--- src/rtl/alu_nibble_sequencer.sv ---
// alu_nibble_sequencer: multi-precision front end driving a 4-bit ALU one nibble per pass with carry/borrow/shift fixups
//
// Ports:
//   clk, rst_n            clock (rising edge), asynchronous active-low reset
//   cmd_valid/cmd_ready   command handshake; cmd_ready high only when idle
//   cmd_op                3-bit op, ALU select encoding (ADD SUB AND OR XOR SHL SHR NOT)
//   cmd_a, cmd_b          4*NIBBLES-bit operands (cmd_b unused for SHL/SHR/NOT)
//   alu_a, alu_b, alu_sel registered drive to the external 4-bit ALU
//   alu_out, alu_carry    ALU result and carry/borrow, sampled at the next edge
//   rsp_valid/rsp_ready   response handshake
//   rsp_result, rsp_carry full result; carry, borrow or shifted-out bit
//   rsp_zero              only when ALU_SEQ_ZERO_FLAG_EN is defined: result == 0
module alu_nibble_sequencer #(
   parameter int NIBBLES = 4
) (
   input  logic                 clk,
   input  logic                 rst_n,
   input  logic                 cmd_valid,
   output logic                 cmd_ready,
   input  logic [2:0]           cmd_op,
   input  logic [4*NIBBLES-1:0] cmd_a,
   input  logic [4*NIBBLES-1:0] cmd_b,
   output logic [3:0]           alu_a,
   output logic [3:0]           alu_b,
   output logic [2:0]           alu_sel,
   input  logic [3:0]           alu_out,
   input  logic                 alu_carry,
   output logic                 rsp_valid,
   input  logic                 rsp_ready,
   output logic [4*NIBBLES-1:0] rsp_result,
   output logic                 rsp_carry
`ifdef ALU_SEQ_ZERO_FLAG_EN
   ,
   output logic                 rsp_zero
`endif
);
   localparam int W  = 4 * NIBBLES;
   localparam int CW = $clog2(NIBBLES);
   typedef enum logic [1:0] {IDLE, EXEC, FIX, DONE} state_t;
   state_t        state_q, state_d;
   logic [W-1:0]  a_q, a_d, b_q, b_d, res_q, res_d;
   logic [2:0]    op_q, op_d, alu_sel_q, alu_sel_d;
   logic [3:0]    alu_a_q, alu_a_d, alu_b_q, alu_b_d;
   logic [CW-1:0] cnt_q, cnt_d, idx, nidx;
   logic          p_q, p_d, pn_q, pn_d, carry_q, carry_d;
   logic          addsub, shl, shr, last, pn, adv;
`ifdef ALU_SEQ_ZERO_FLAG_EN
   logic          zero_q, zero_d;
   assign rsp_zero = zero_q;
`endif
   assign addsub = op_q[2:1] == 2'b00;
   assign shl    = op_q == 3'd5;
   assign shr    = op_q == 3'd6;
   // SHR walks nibbles high-to-low so the shifted bit flows downward
   assign idx    = shr ? CW'(NIBBLES - 1) - cnt_q : cnt_q;
   assign nidx   = shr ? idx - CW'(1) : idx + CW'(1);
   assign last   = cnt_q == CW'(NIBBLES - 1);
   // bit handed to the next nibble: ALU carry/borrow, or the bit shifted out of the original nibble
   assign pn     = addsub ? alu_carry : shl ? a_q[idx*4+3] : (shr & a_q[idx*4]);
   assign cmd_ready  = state_q == IDLE;
   assign rsp_valid  = state_q == DONE;
   assign rsp_result = res_q;
   assign rsp_carry  = carry_q;
   assign alu_a      = alu_a_q;
   assign alu_b      = alu_b_q;
   assign alu_sel    = alu_sel_q;
   always_comb begin
      state_d   = state_q;
      a_d       = a_q;
      b_d       = b_q;
      op_d      = op_q;
      res_d     = res_q;
      cnt_d     = cnt_q;
      p_d       = p_q;
      pn_d      = pn_q;
      carry_d   = carry_q;
      alu_a_d   = alu_a_q;
      alu_b_d   = alu_b_q;
      alu_sel_d = alu_sel_q;
      adv       = 1'b0;
`ifdef ALU_SEQ_ZERO_FLAG_EN
      zero_d    = zero_q;
`endif
      case (state_q)
         IDLE: if (cmd_valid) begin
            state_d   = EXEC;
            a_d       = cmd_a;
            b_d       = cmd_b;
            op_d      = cmd_op;
            cnt_d     = '0;
            p_d       = 1'b0;
            alu_a_d   = cmd_op == 3'd6 ? cmd_a[W-1 -: 4] : cmd_a[3:0];
            alu_b_d   = cmd_op <= 3'd4 ? cmd_b[3:0] : 4'h0;
            alu_sel_d = cmd_op;
         end
         EXEC: begin
            res_d[idx*4 +: 4] = alu_out;
            if (p_q && (addsub || shl || shr)) begin
               // inject the incoming bit: +/-1 for arithmetic, OR into the vacated bit for shifts
               state_d   = FIX;
               pn_d      = pn;
               alu_a_d   = alu_out;
               alu_b_d   = shr ? 4'h8 : 4'h1;
               alu_sel_d = addsub ? op_q : 3'b011;
            end else begin
               p_d = pn;
               adv = 1'b1;
            end
         end
         FIX: begin
            res_d[idx*4 +: 4] = alu_out;
            p_d = pn_q | (addsub & alu_carry);
            adv = 1'b1;
         end
         DONE: if (rsp_ready) state_d = IDLE;
      endcase
      if (adv) begin
         if (last) begin
            state_d = DONE;
            carry_d = p_d;
`ifdef ALU_SEQ_ZERO_FLAG_EN
            zero_d  = res_d == '0;
`endif
         end else begin
            state_d   = EXEC;
            cnt_d     = cnt_q + CW'(1);
            alu_a_d   = a_q[nidx*4 +: 4];
            alu_b_d   = op_q <= 3'd4 ? b_q[nidx*4 +: 4] : 4'h0;
            alu_sel_d = op_q;
         end
      end
   end
   always_ff @(posedge clk or negedge rst_n) begin
      if (!rst_n) begin
         state_q   <= IDLE;
         a_q       <= '0;
         b_q       <= '0;
         op_q      <= '0;
         res_q     <= '0;
         cnt_q     <= '0;
         p_q       <= 1'b0;
         pn_q      <= 1'b0;
         carry_q   <= 1'b0;
         alu_a_q   <= '0;
         alu_b_q   <= '0;
         alu_sel_q <= '0;
`ifdef ALU_SEQ_ZERO_FLAG_EN
         zero_q    <= 1'b0;
`endif
      end else begin
         state_q   <= state_d;
         a_q       <= a_d;
         b_q       <= b_d;
         op_q      <= op_d;
         res_q     <= res_d;
         cnt_q     <= cnt_d;
         p_q       <= p_d;
         pn_q      <= pn_d;
         carry_q   <= carry_d;
         alu_a_q   <= alu_a_d;
         alu_b_q   <= alu_b_d;
         alu_sel_q <= alu_sel_d;
`ifdef ALU_SEQ_ZERO_FLAG_EN
         zero_q    <= zero_d;
`endif
      end
   end
endmodule

--- config.mk ---
export PLATFORM = sky130hd
export DESIGN_NAME = alu_nibble_sequencer
export DESIGN_NICKNAME = d
export VERILOG_FILES = /design/src/rtl/alu_nibble_sequencer.sv
export SDC_FILE = /design/constraint.sdc
export NUM_CORES = 1
export LEC_CHECK = 0
export CAP_MARGIN = 10
export CORE_MARGIN = 3
export CORE_UTILIZATION = 30
export CTS_CLUSTER_DIAMETER = 40
export CTS_CLUSTER_SIZE = 14
export DETAILED_ROUTE_END_ITERATION = 7
export GPL_TIMING_DRIVEN = 1
export REMOVE_ABC_BUFFERS = 1
export SKIP_LAST_GASP = 1
export SLEW_MARGIN = 0
export SYNTH_ARGS = -nofsm -noshare
export SYNTH_HDL_FRONTEND = slang
export SYNTH_SLANG_ARGS = --single-unit
--- constraint.sdc ---
create_clock -name clk -period 5.2 [get_ports clk]
set_input_delay 1.04 -clock clk [delete_from_list [all_inputs] [get_ports clk]]
set_output_delay 1.04 -clock clk [all_outputs]
set_load 0.02 [all_outputs]
=== After elaboration in Yosys (flattened, before gate mapping) ===
Cells that the tools add are included.

* Register bits: 69
* Bits of input ports: 44
* Logic and storage cells: 94

* $add $sub $neg: 6
* $lt $le $gt $ge: 4
* Eq/ne operators: 10
* Shift operators: 4
* Multiplexer cells: 44
* Bitwise logic cells: 3
* Reduce and logical (&&, ||, !) cells: 11

{| class="wikitable"
|+ Operators by type and width
! operator !! number
|-
| two-way mux 4 bit || 12
|-
| negator 4 -> 34 bit || 1
|-
| variable shift 4 x 34 -> 16 bit, first input constant || 1
|-
| variable part select 4 x 34 -> 16 bit || 1
|-
| variable part select 16 x 5 -> 4 bit || 2
|-
| two-way mux 2 bit || 11
|-
| bitwise mux 16 bit || 1
|-
| case mux 4 bit (2 select lines) || 2
|-
| two-way mux 3 bit || 5
|-
| equality test 3 bit, second input constant || 3
|-
| two-way mux 1 bit || 7
|-
| equality test 2 bit, second input constant || 3
|-
| <= comparator 3 bit, second input constant || 2
|-
| case mux 2 bit (3 select lines) || 1
|-
| case mux 3 bit (2 select lines) || 1
|-
| AND reduction 2 bit || 3
|-
| adder 4 x 2 -> 5 bit, second input constant || 1
|-
| less-than comparator 4 x 5 -> 1 bit, second input constant || 1
|-
| less-than comparator 5 bit, second input constant || 1
|-
| adder 2 x 1 -> 2 bit, second input constant || 2
|-
| binary-select mux 1 bit (select 4 bit) || 1
|-
| logical NOT 2 bit || 2
|-
| AND reduction 4 bit || 1
|-
| nonzero test 4 bit || 1
|-
| 14 further kinds || 16
|}

=== Logic depth before layout (Yosys ltp) ===
Gate-level depths: netlist of the first run.

* Word-level depth: 9
* Gate-level depth with buffers: 8
* Depth with buffers taken out: 7

=== Worst setup path before layout of the first run ===
OpenSTA, ideal clock, no wires.

* Kind: input-to-reg
* Start point: input port alu_carry
* End point: register carry_q, in the netlist rsp_carry
* Setup time: 0.110 ns
* Arrival time: 1.969 ns
* Data required time: 5.090 ns
* Setup slack: 3.121 ns
* Stages on the path: 5
* Path through: nor3b_1 > o21ai_0 > and2_1 > o21a_1 > o41ai_1

* Longest elaborated chain between the ends: 3

{| class="wikitable"
|+ Ends and longest elaborated chain
! what !! line !! RTL
|-
| start, declared || 27 || <nowiki>input logic alu_carry,</nowiki>
|-
| AND 1 bit / two-way mux 1 bit (equally long branches) || 112, 59 ||
|-
| bitwise OR 1 bit / two-way mux 1 bit (equally long branches) || 112, 98 ||
|-
| case mux 1 bit (3 select lines) * || 84 || <nowiki>case (state_q)</nowiki>
|-
| end signal, assigned || 159 || <nowiki>carry_q <= carry_d;</nowiki>
|-
| end, declared || 45 || <nowiki>logic p_q, p_d, pn_q, pn_d, carry_q, carry_d;</nowiki>
|}

Every way passes the cells marked *; elsewhere a longest branch is shown, timed or not.
A chain may end at the register's enable or synchronous reset.

=== Worst setup path after layout of the first run ===
* Start point: register state_q[0]
* End point: output port cmd_ready

* Longest elaborated chain between the ends: 1

{| class="wikitable"
|+ Ends and longest elaborated chain
! what !! line !! RTL
|-
| start, declared || 40 || <nowiki>state_t state_q, state_d;</nowiki>
|-
| start signal, assigned || 151 || <nowiki>state_q <= state_d;</nowiki>
|-
| logical NOT 2 bit || 60 || <nowiki>assign cmd_ready = state_q == IDLE;</nowiki>
|-
| end, declared || 19 || <nowiki>output logic cmd_ready,</nowiki>
|}

No other way between the ends.

==> results of run 1 <==
routing by layer:
metal	vias to the layer above	global-route usage
li1	1486	-
met1	1511	0.209
met2	88	0.227
met3	16	0.0280
met4	0	0.0635
met5	-	0
layout by cell type, fill, tap and decap left out, types with 8 or more instances in the layout:
master	netlist	routed
mux2i_1	12	12
mux2_2	16	16
o21ai_0	25	25
inv_1	8	8
nand2_1	115	115
a21oi_1	11	11
nor2b_1	10	10
clkbuf_16	0	9
nor2_1	17	17
clkdlybuf4s50_1	0	72
dfrtp_1	69	69
layout make-up:
| type | instances | area [µm²] | area share |
|---|---|---|---|
| tap | 143 | 179 | 0.0371 |
| clock inverter | 6 | 88.8 | 0.0184 |
| multi-input combinational | 288 | 1810 | 0.375 |
| timing repair buffer | 78 | 763 | 0.158 |
| clock buffer | 9 | 225 | 0.0467 |
| sequential | 69 | 1730 | 0.358 |
| inverter | 8 | 30.0 | 0.00623 |
kinds of logic after synthesis:
kind of cell | Yosys count | synth area share
adder cells (fa/ha/maj) | 5 | 0.0170
multiplexers | 35 | 0.129
AND/OR/NAND/NOR | 172 | 0.204
XOR/XNOR | 4 | 0.00952
flip-flops | 69 | 0.469
buffers and inverters | 31 | 0.0394
AO/OA/AOI/OAI | 72 | 0.132
state kept, by name, summed over array words and instances (netlist names):
register	count
alu_sel	3
rsp_carry	1
b_q	16
rsp_result	16
p_q	1
a_q	16
alu_a	4
cnt_q	2
pn_q	1
alu_b	4
state_q	2
op_q	3
power groups by stage:
stage	combinational, mW	sequential, mW	clock, mW
2_1_floorplan	0.883	1.07	0
3_3_place_gp	1.47	0.997	0
3_5_place_dp	1.50	1.01	0
4_1_cts	1.50	0.999	0.663
5_1_grt	1.65	1.04	0.687
6_report	1.50	0.997	0.652
worst max-delay path: cells and delay by family (launching register included):
kind,cells,cell delay (ps)
buffers and inverters,2,760
flip-flops,1,420
adder cells (fa/ha/maj),1,290
stage by stage:
stage                     cells  worst slack (ps)   util  hold slack [ps]  instance area [µm²]
after detailed placement    586              2140  0.385              459                 4510
after CTS                   601              2360  0.412              476                 4820
after floorplan             365              2940      -              437                 3560
final                       601              2360  0.412              472                 4820
after global placement      586              2230  0.385              451                 4510
after global routing        601              2300  0.412              508                 4820
worst paths after layout:
kind | endpoint | slack (ps) | depth (start not counted)
hold / removal | a_q[2] | 470 | 2
setup reg to reg | rsp_result[5] | 2580 | 5
min in group asynchronous | rsp_result[13] | 720 | 1
hold reg to reg | a_q[2] | 470 | 2
max in group asynchronous | a_q[3] | 3490 | 2
setup / recovery | cmd_ready | 2360 | 3
==> impl_metrics.ini, run 1 <==
[sta]
fin_skew_ps = 5.98
drv_slew = 0
post-route-period-util = 0.546
max_freq_mhz = 352
slew_headroom = 0.266
setup_viol = 0
worst_slew_pin_slew_ps = 1100
rsz0062_at_grt = false
finalHoldViolations = 0
tns_ps = 0
period_needed_ps = 2840

[cts]
cts.path.max_buffers = 2
cts_hold_buf = 0
clk_pin_slew_ps = 60
cts_max_level = 3
clock-sinks = 69
root_buffer = clkbuf_16
cts_setup_buffers = 0
numCtsBuffers = 9
cts_tree = built
clk_latency_ps = 340
cts_resized = 0

[logic_synthesis]
synthTopCellsByCount = 115 x nand2_1, 69 x dfrtp_1, 25 x o21ai_0, 17 x nor2_1, 16 x mux2_2
synth_edf_count = 0
synth_area_um2 = 3680
yosysMostFrequentCell = nand2_1
synthCells = 388
synth-main-ff-cell = dfrtp_1
yosys_warnings = 0
ys_seq_area_frac = 0.469
synth_seq_cells = 69
yosys.area.top_type = dfrtp_1
ys_types = 46
synth_area_per_cell_um2 = 9.48
synthArstFlopShare = 1.00
synth_top_cell_area_share = 0.469
synth.area.top_cells = dfrtp_1 47%, nand2_1 12%, mux2_2 4.9%

[min_path]
hp-class = register to register
min_from = a_q[2]

[floorplanning]
die_w_um = 117
coreArea_um2 = 11700
dieArea_um2 = 13600
start_util = 0.314
num_rows = 39
die_h_um = 117
io_pins = 74

[power_and_ir_drop]
clock_power_share = 0.207
power_frac_comb = 0.477
power_density_nw_per_um2 = 654
ir_drop_uv = 205
power.total_mw = 3.15
swShare = 0.397
leakage_nw = 2.14
internal_power_mw = 1.90
seq_power_share = 0.316
p_sw_mw = 1.25

[cells_and_area]
drive_gt1_frac = 0.103
n_fill_cell = 1166
nets = 503
diodes = 0
area_growth_pct = 31.0

[critical_path]
path_cells = inv_1 -> ha_1 -> clkdlybuf4s50_1
timing.rr.start = op_q[1]
endpoint_kind = primary output
max_stage_delay_ps = 660
path_max_fanout = 6
startpoint = state_q[0]
worst_path_max_delay_cell = clkdlybuf4s50_1
crit_arrival_ps = 1800
path_class = register to primary output
start_kind = register
required_ps = 4160

[grt]
grt_use_total = 0.150
grt_pass1_vias = 3035
antenna_found_initial = 0
gr-total-overflow = 0
grt_pass1_wl_um = 15700
grt_max_degree = 43

[detailed_routing]
avgRoutedWirePerCell_um = 16.2
wl_met2_um = 4530
via_per_inst = 5.16
drc = 0
dr.pass1.iters = 5
drt-met1-wl_um = 4600
num_vias = 3101
routed_wl_um = 9760
top_layer_used = met4
postRouteAntennaNets = 0
route.met3.wl_um = 449
drtIter0Drc = 128

[outcome]
status = finished, final reports clean

[placement]
numPortBuffers = 73
dp_hpwl_um = 6940
gp_congestion = 0.801

[flow_run]
drv_cap = 0
No activity file was read; power rests on OpenSTA's default activity.
==> run 2: changes to the inputs <==
Clock period 5.2 ns to 2.3 ns, I/O delays scaled along.
==> impl_metrics.ini, run 2 (synthesis results as in run 1) <==
[outcome]
status = finished, final reports clean

[grt]
antenna_found_initial = 0
gr-total-overflow = 0
grt_max_degree = 70
grt_use_total = 0.152
grt_pass1_wl_um = 16000
grt_pass1_vias = 3111

[cts]
cts_max_level = 3
root_buffer = clkbuf_16
numCtsBuffers = 9
cts_hold_buf = 0
cts.path.max_buffers = 2
cts_setup_buffers = 0
cts_tree = built
clock-sinks = 69
clk_pin_slew_ps = 60
clk_latency_ps = 330

[sta]
finalHoldViolations = 0
drv_slew = 0
period_needed_ps = 2080
post-route-period-util = 0.905
slew_headroom = 0.559
rsz0062_at_grt = false
worst_slew_pin_slew_ps = 655
tns_ps = 0
fin_skew_ps = 5.07
setup_viol = 0
max_freq_mhz = 480

[critical_path]
crit_path_end = rsp_valid
path_cells = ha_1 -> clkdlybuf4s50_1
endpoint_kind = primary output
start_kind = register
required_ps = 1840
ff2ff_setup_slack_ps = 280
timing.rr.start = state_q[1]
max_stage_delay_ps = 640
path_max_fanout = 5
startpoint = state_q[1]
worst_path_max_delay_cell = clkdlybuf4s50_1
crit_arrival_ps = 1620
path_class = register to primary output
r2r_end = alu_b[1]
rr_worst_depth = 7

[power_and_ir_drop]
leakage_nw = 2.23
power_density_nw_per_um2 = 1470
ir_drop_uv = 542

[cells_and_area]
final_common_cell = nand2_1
diodes = 0
final_cell_mix = 115 x nand2_1, 71 x clkdlybuf4s50_1, 69 x dfrtp_1, 25 x o21ai_0, 17 x nor2_1
finalNonFillerCells = 615
drive_gt1_frac = 0.127
n_fill_cell = 1161
nets = 516
area_growth_pct = 34.4

[floorplanning]
dieArea_um2 = 13600
num_rows = 39
start_util = 0.314
die_h_um = 117
die_w_um = 117
coreArea_um2 = 11700
io_pins = 74

[detailed_routing]
drc = 0
avgRoutedWirePerCell_um = 15.9
via_per_inst = 5.08
drtIter0Drc = 120
postRouteAntennaNets = 0
dr.pass1.iters = 6
num_vias = 3122
routed_wl_um = 9780

[placement]
numPortBuffers = 73
gp_congestion = 0.788
dp_hpwl_um = 7060
placed_cells = 599

[flow_run]
drv_cap = 0

[min_path]
hp-class = input port to async pin
-- run 2: worst max-delay path, delay by kind of cell, from the launching register on --
family / cells / cell delay [ps]
fa+ha+maj: 1 / 260
buf+inv: 1 / 640
flops: 1 / 390
-- run 2: power breakdown --
part | total (mW) | switching [mW] | internal, mW
clock | 1.48 | 0.528 | 0.949
sequential | 2.19 | 0.416 | 1.77
combinational | 3.61 | 1.91 | 1.70
total | 7.28 | 2.85 | 4.42
-- run 2: through the flow --
stage	hold slack (ps)	setup slack [ps]	util	total power, mW	cell area, µm²
floorplan	164	199	-	4.41	3560
global placement	451	220	0.395	5.72	4630
detailed placement	461	82.6	0.395	5.82	4630
CTS	153	44.1	0.422	7.33	4940
global route	166	64.1	0.422	7.83	4950
finish	127	219	0.422	7.28	4950
-- run 2: worst min path at each step --
stage / start / to / slack (ps) / cells after the start
3_3_place_gp: a_q[2] / a_q[2] / 450 / 2
3_5_place_dp: a_q[10] / a_q[10] / 460 / 2
2_1_floorplan: rst_n / a_q[0] / 160 / 0
6_report: rst_n / rsp_result[13] / 130 / 2
5_1_grt: rst_n / rsp_result[7] / 170 / 2
4_1_cts: rst_n / rsp_result[13] / 150 / 2
-- run 2: routing by layer --
metal  wire length (µm)  GRT usage  share of wire  vias up
met3                403     0.0301          0.041       21
met5                  0          0              0        -
li1                   -          -              -     1517
met4                222     0.0635          0.023        0
met2               4430      0.235           0.45       67
met1               4730      0.208           0.48     1517
-- run 2: final cells by class --
type / instances / area, µm² / share of cell area
Clock inverter: 6 / 86.3 / 0.0175
Timing Repair Buffer: 91 / 888 / 0.180
Tap cell: 143 / 179 / 0.0362
Sequential cell: 69 / 1730 / 0.349
Clock buffer: 10 / 229 / 0.0463
Multi-Input combinational cell: 288 / 1810 / 0.365
Inverter: 8 / 30.0 / 0.00607
-- run 2: repair_timing --
item,CTS,global route
endpoints found under the setup margin,0,1
endpoints found under the hold margin,0,0
resized for setup,0,1
